## src/rtl/uart_rx.sv

```systemverilog
// uart_rx: oversampling UART receiver (start bit, DATA_BITS data bits LSB first, one stop bit).
//
// Ports
//   clk            sole clock, all state changes on the rising edge
//   rst            synchronous active-high reset
//   baud_tick      one-clk strobe at 16x the baud rate
//   rx             asynchronous serial input, idles high
//   data_out       last received data word, updated only when a frame completes
//   data_valid     one-clk pulse: frame completed with a good (high) stop bit
//   framing_error  one-clk pulse: frame completed with a low stop bit
//   busy           high whenever the receiver is not idle
module uart_rx #(
  parameter int unsigned DATA_BITS  = 8,
  parameter int unsigned OVERSAMPLE = 16
) (
  input  logic                 clk,
  input  logic                 rst,
  input  logic                 baud_tick,
  input  logic                 rx,
  output logic [DATA_BITS-1:0] data_out,
  output logic                 data_valid,
  output logic                 framing_error,
  output logic                 busy
);

  // Elaboration-time parameter guards.
  if (DATA_BITS < 5 || DATA_BITS > 8) begin : gen_bad_data_bits
    $error("uart_rx: DATA_BITS must be in 5..8");
  end
  if (OVERSAMPLE != 16) begin : gen_bad_oversample
    $error("uart_rx: OVERSAMPLE must be 16");
  end

  typedef enum logic [1:0] {
    StIdle,
    StStart,
    StData,
    StStop
  } state_e;

  // Mid-bit of the start bit, and the last tick of a full bit period.
  localparam logic [3:0] TickMid  = 4'd7;
  localparam logic [3:0] TickLast = 4'd15;
  localparam logic [2:0] BitLast  = 3'(DATA_BITS - 1);

  // Two-flop synchronizer; both flops reset to the idle (high) line level so that
  // leaving reset never looks like a start edge.
  logic rx_meta_q;
  logic rx_sync_q;

  state_e               state_q, state_d;
  logic [3:0]           tcnt_q, tcnt_d;
  logic [2:0]           bcnt_q, bcnt_d;
  logic [DATA_BITS-1:0] shift_q, shift_d;
  logic [DATA_BITS-1:0] data_q, data_d;
  logic                 valid_q, valid_d;
  logic                 ferr_q, ferr_d;

  always_ff @(posedge clk) begin
    if (rst) begin
      rx_meta_q <= 1'b1;
      rx_sync_q <= 1'b1;
      state_q   <= StIdle;
      tcnt_q    <= '0;
      bcnt_q    <= '0;
      shift_q   <= '0;
      data_q    <= '0;
      valid_q   <= 1'b0;
      ferr_q    <= 1'b0;
    end else begin
      rx_meta_q <= rx;
      rx_sync_q <= rx_meta_q;
      state_q   <= state_d;
      tcnt_q    <= tcnt_d;
      bcnt_q    <= bcnt_d;
      shift_q   <= shift_d;
      data_q    <= data_d;
      valid_q   <= valid_d;
      ferr_q    <= ferr_d;
    end
  end

  always_comb begin
    state_d = state_q;
    tcnt_d  = tcnt_q;
    bcnt_d  = bcnt_q;
    shift_d = shift_q;
    data_d  = data_q;
    valid_d = 1'b0;
    ferr_d  = 1'b0;

    unique case (state_q)
      StIdle: begin
        // Start edge is acted on immediately, independent of baud_tick.
        if (!rx_sync_q) begin
          state_d = StStart;
          tcnt_d  = '0;
          bcnt_d  = '0;
        end
      end

      StStart: begin
        if (baud_tick) begin
          if (tcnt_q == TickMid) begin
            tcnt_d  = '0;
            // A line back high at mid start bit was a glitch, not a frame.
            state_d = rx_sync_q ? StIdle : StData;
          end else begin
            tcnt_d = tcnt_q + 4'd1;
          end
        end
      end

      StData: begin
        if (baud_tick) begin
          // Counting from mid start bit, tcnt wrapping from 15 lands on mid data bit.
          tcnt_d = tcnt_q + 4'd1;
          if (tcnt_q == TickLast) begin
            shift_d = {rx_sync_q, shift_q[DATA_BITS-1:1]};
            bcnt_d  = bcnt_q + 3'd1;
            if (bcnt_q == BitLast) begin
              state_d = StStop;
            end
          end
        end
      end

      StStop: begin
        if (baud_tick) begin
          tcnt_d = tcnt_q + 4'd1;
          if (tcnt_q == TickLast) begin
            data_d  = shift_q;
            valid_d = rx_sync_q;
            ferr_d  = !rx_sync_q;
            state_d = StIdle;
          end
        end
      end

      default: begin
        state_d = StIdle;
      end
    endcase
  end

  assign data_out      = data_q;
  assign data_valid    = valid_q;
  assign framing_error = ferr_q;
  assign busy          = (state_q != StIdle);

endmodule

```

## config.mk

```make
export PLATFORM = sky130hd
export DESIGN_NAME = uart_rx
export DESIGN_NICKNAME = d
export VERILOG_FILES = /design/src/rtl/uart_rx.sv
export SDC_FILE = /design/constraint.sdc
export NUM_CORES = 1
export LEC_CHECK = 0
export BUFFER_PORTS_ARGS = -buffer_cell sky130_fd_sc_hd__buf_2
export CORE_MARGIN = 2
export CORE_UTILIZATION = 55
export CTS_CLUSTER_DIAMETER = 60
export DETAILED_ROUTE_END_ITERATION = 7
export PLACE_DENSITY_LB_ADDON = 0.15
export SLEW_MARGIN = 5
export SYNTH_ARGS = -nofsm -noshare
export SYNTH_HDL_FRONTEND = slang
export SYNTH_SLANG_ARGS = --single-unit
```

## constraint.sdc

```tcl
create_clock -name clk -period 1.5 [get_ports clk]
set_input_delay 0.075 -clock clk [delete_from_list [all_inputs] [get_ports clk]]
set_output_delay 0.075 -clock clk [all_outputs]
set_load 0.02 [all_outputs]
```

== Word-level counts from Yosys, hierarchy flattened ==
Cells that the tools add are included.
W data, S select, Z words.
Operators by class
  add/sub/neg operators: 2
  equal/unequal tests: 15
  mux-type cells: 19
  bitwise logic cells: 3
  reductions and logical operators: 11
Operators by type and width (number)
  $mux W2: 9
  $mux W4: 4
  $ne A2 B2 Y1 const B: 8
  $pmux W4 S3: 1
  $mux W3: 3
  $reduce_and A3 Y1: 3
  $pmux W2 S4: 1
  $reduce_and A8 Y1: 1
  $pmux W3 S2: 1
  $add A4 B1 Y4 const B: 1
  $eq A2 B2 Y1 const B: 2
  $eq A4 B3 Y1 const B: 1
  $eq A4 B4 Y1 const B: 1
  $reduce_and A4 Y1: 1
  $reduce_bool A2 Y1: 2
  $reduce_or A4 Y1: 1
  $add A3 B1 Y3 const B: 1
  $eq A3 B3 Y1 const B: 1
  $not A1 Y1: 3
  $eq A2 B1 Y1 const B: 1
  $logic_not A2 Y1: 1
  $ne A2 B1 Y1 const B: 1
  $reduce_or A2 Y1: 1
  $logic_not A1 Y1: 1
Word-level totals
  bits in registers: 29
  input bits: 4
  output and inout port bits: 11
  logic and storage cells: 59

== Longest topological paths before layout ==
  depth in word-level cells: 5
  mapped depth: 5
  gate-level depth less buffers: 5

== Worst setup path before layout ==
Ideal clock, no wire load.
  path kind: flip-flop to flip-flop
  start point: register tcnt_q[0]
  end point: register shift_q[5]
  setup time: 120 ps
  arrival time: 1292 ps
  required time: 1380 ps
  setup slack: 88 ps
  stages on the path, launching flop included: 6
  buffers on the path: 1
  clock period less this slack: 1412 ps
  cells stage by stage: dfxtp_1 ha_1 nand3_2 or3_1 buf_4 mux2i_1
Between the ends
  cells in the longest elaborated chain, start to end: 2
RTL lines
  start, declared: line 52  | logic [3:0] tcnt_q, tcnt_d;
  start signal, assigned: line 74  | tcnt_q <= tcnt_d;
  $eq A4 B4 Y1: line 118  | if (tcnt_q == TickLast) begin
  $reduce_and A3 Y1 (no source line)
  end signal, assigned: line 76  | shift_q <= shift_d;
  end, declared: line 54  | logic [DATA_BITS-1:0] shift_q, shift_d;
Every way passes these cells.
A chain may end at the register's enable or synchronous reset.

== Worst setup path in the final report ==
  start point: register tcnt_q[0]
  end point: register shift_q[7]
The elaborated chain is that of the path after synthesis.

==> results.json <==
{
  "outcome": "finished clean",
  "drc": 0,
  "cts_root_buffer": "clkbuf_4",
  "skew_ns": 0.00678,
  "grt_pass1_wl_um": 4040,
  "p_int_w": 0.00107,
  "synth_top_area_cell": "dfxtp_1",
  "synth_cells": 123,
  "placed_area_um2": 1340,
  "fin_crit_ns": 1.39,
  "crit_type": "reg2reg",
  "required_ns": 1.75,
  "synth_seq_cells": 29,
  "htreeDepth": 2,
  "worstHoldPathType": "in2reg",
  "power_frac_comb_pct": 3.7,
  "tightest_slew_ns": 0.375,
  "hold_viol": 0,
  "p_clk_share_pct": 39.2,
  "gp_congestion": 0.869,
  "final_cell_area_um2": 1430,
  "cts.sinks": 29,
  "clockBufferDepth": 2,
  "synth.avg_cell_area_um2": 9.71,
  "start_util_pct": 59.7,
  "worstPathArrival_ns": 1.64,
  "fmax_mhz": 718,
  "period_share_pct": 92.8,
  "synth_cell_types": 32,
  "first_iter_violations": 22,
  "syn-num-nets": 130,
  "via_count": 975,
  "vdd_drop_max_v": 0.000871,
  "layout-drive-gt1-share_pct": 27.7,
  "clk_pin_slew_worst_paths_ns": 0.09,
  "yosysSeqAreaShare_pct": 48.6,
  "p_sw_w": 0.000300,
  "report.final.slew_viol_count": 0,
  "antenna_cells": 0,
  "grt.total_usage_pct": 21.9,
  "yosysWarningCount": 0,
  "core_um2": 2000,
  "crit_fanout": 4,
  "clock_latency_ns": 0.32,
  "die_y_um": 50.6,
  "antenna_found_initial": 0,
  "slowest_stage": "dfxtp_1",
  "setup_violations": 0,
  "synth_area_leaders": "dfxtp_1 (49%), mux2i_1 (16%), nand2_1 (6.9%)",
  "via_per_inst": 5.57,
  "num-nets-final": 154,
  "syn-cell-area_um2": 1190,
  "syn2layout_area_growth_pct": 19.6,
  "die_w_um": 50.6,
  "dieArea_um2": 2560,
  "grt_pass1_vias": 902,
  "cts_buffers": 5,
  "cpPeakStageDelay_ns": 0.38,
  "dr.pass1.iters": 4,
  "cts_tree": "done",
  "fp-row-count": 16,
  "start_kind": "register",
  "io_pins": 15,
  "final_common_cell": "dfxtp_1",
  "power.share.switching_pct": 21.9,
  "p_seq_share_pct": 57.1,
  "slew_headroom_pct": 74.8,
  "wl_per_cell_um": 13.6,
  "end_kind": "register",
  "n_fill_cell": 167,
  "cap_violations": 0,
  "power_density_nw_per_um2": 956,
  "p_leak_nw": 0.663,
  "ant_nets": 0,
  "rsz0062_at_grt": "no",
  "postCtsSetupBuffers": 0,
  "synth_top_area_share_pct": 48.6,
  "crit_path_frequent_cell": "buf_4",
  "wirelength_um": 2380,
  "hpwl_um": 1640,
  "grt_overflow": 0,
  "grt_max_degree": 13,
  "port_buffers": 14,
  "mostFrequentLayoutCells": "dfxtp_1 (29), nand2_1 (22), mux2i_1 (19), buf_2 (14), buf_4 (11)",
  "worstPathCellList": "ha_1, nand3_2, buf_4, nor3_2, buf_4, mux2i_1",
  "setup_tns_ns": 0
}
[path summary, 6_finish.rpt]
kind              from         end  slack (ns)  cells after the start
max reg2reg  tcnt_q[0]  shift_q[7]        0.11                      6
min reg2reg  rx_meta_q   rx_sync_q        0.44                      1
min                rst    register        0.05                      2
max          tcnt_q[0]  shift_q[7]        0.11                      6
[kinds of logic after synthesis]
| kind of cell | Yosys count | share of synthesized area, % |
|---|---|---|
| flops | 29 | 48.6 |
| mux | 20 | 16.9 |
| simple gates | 47 | 19.1 |
| buf+inv | 12 | 4.50 |
| compound gates | 11 | 7.12 |
| xor+xnor | 1 | 0.733 |
| fa+ha+maj | 3 | 3.14 |
[metal layers]
metal | global-route usage, % | up-vias | wire, um
met3 | 9.52 | 10 | 118
met2 | 34.9 | 31 | 1170
met1 | 24.9 | 457 | 1020
met4 | 11.3 | 0 | 68
li1 | - | 477 | -
met5 | 0 | - | 0
[metrics by stage]
stage / instances / util (%) / total power, W / setup slack, ns / hold slack, ns
2_1_floorplan: 123 / - / 0.000826 / 0.0880 / 0.179
3_3_place_gp: 166 / 66.9 / 0.000844 / 0.0662 / 0.259
4_1_cts: 175 / 71.1 / 0.00138 / 0.0129 / 0.0297
3_5_place_dp: 166 / 66.9 / 0.000846 / 0.0115 / 0.267
5_1_grt: 175 / 71.4 / 0.00142 / 0.00142 / 0.0508
6_report: 175 / 71.4 / 0.00137 / 0.108 / 0.0537
[timing repair]
action	in CTS	in global routing
resized for setup	1	2
endpoints found under the hold margin	1	0
hold buffers	1	0
setup endpoints to repair	5	8
gates cloned	0	0
[state kept, by name (all words and copies together) (netlist names), named ones only]
name / count
framing_error: 1
tcnt_q: 4
bcnt_q: 3
shift_q: 8
data_out: 8
data_valid: 1
rx_sync_q: 1
rx_meta_q: 1
state_q: 1
[layout make-up]
| cell class | instances | area, um2 | area share [%] |
|---|---|---|---|
| Sequential cell | 29 | 581 | 40.6 |
| Multi-Input combinational cell | 82 | 571 | 39.9 |
| Timing Repair Buffer | 26 | 163 | 11.4 |
| Clock buffer | 7 | 65.1 | 4.55 |
| Tap cell | 27 | 33.8 | 2.36 |
| Inverter | 3 | 11.3 | 0.788 |
| Clock inverter | 1 | 5.00 | 0.350 |
[worst max-delay path, delay by kind of cell (launching register included)]
kind                       cells  cell delay [ns]
muxes                          1             0.18
adders and majority gates      1             0.20
DFF                            1             0.38
buffers and inverters          2             0.32
and+or+nand+nor                2             0.24
[synthesized netlist by cell type, drive strengths merged]
library cell	instances
nand2b	1
o41ai	1
a311oi	2
nor3b	1
o21ai	1
or3	2
a22o	1
nor2	4
nor3	4
clkbuf	4
a21oi	1
xnor2	1
or2	3
a31oi	1
inv	3
dfxtp	29
buf	5
nand2	22
and3	2
ha	3
mux2i	19
o211ai	1
mux2	1
o2111ai	1
nand4	2
o31ai	1
o311a	1
nand3	6
[power by group through the flow]
stage	logic [W]	clock network [W]	registers [W]
detailed placement	0.0000483	0	0.000797
global placement	0.0000476	0	0.000797
global route	0.0000563	0.000588	0.000780
finish	0.0000506	0.000535	0.000780
CTS	0.0000505	0.000546	0.000779
floorplan	0.0000309	0	0.000795
(Power assumes the default switching activity.)
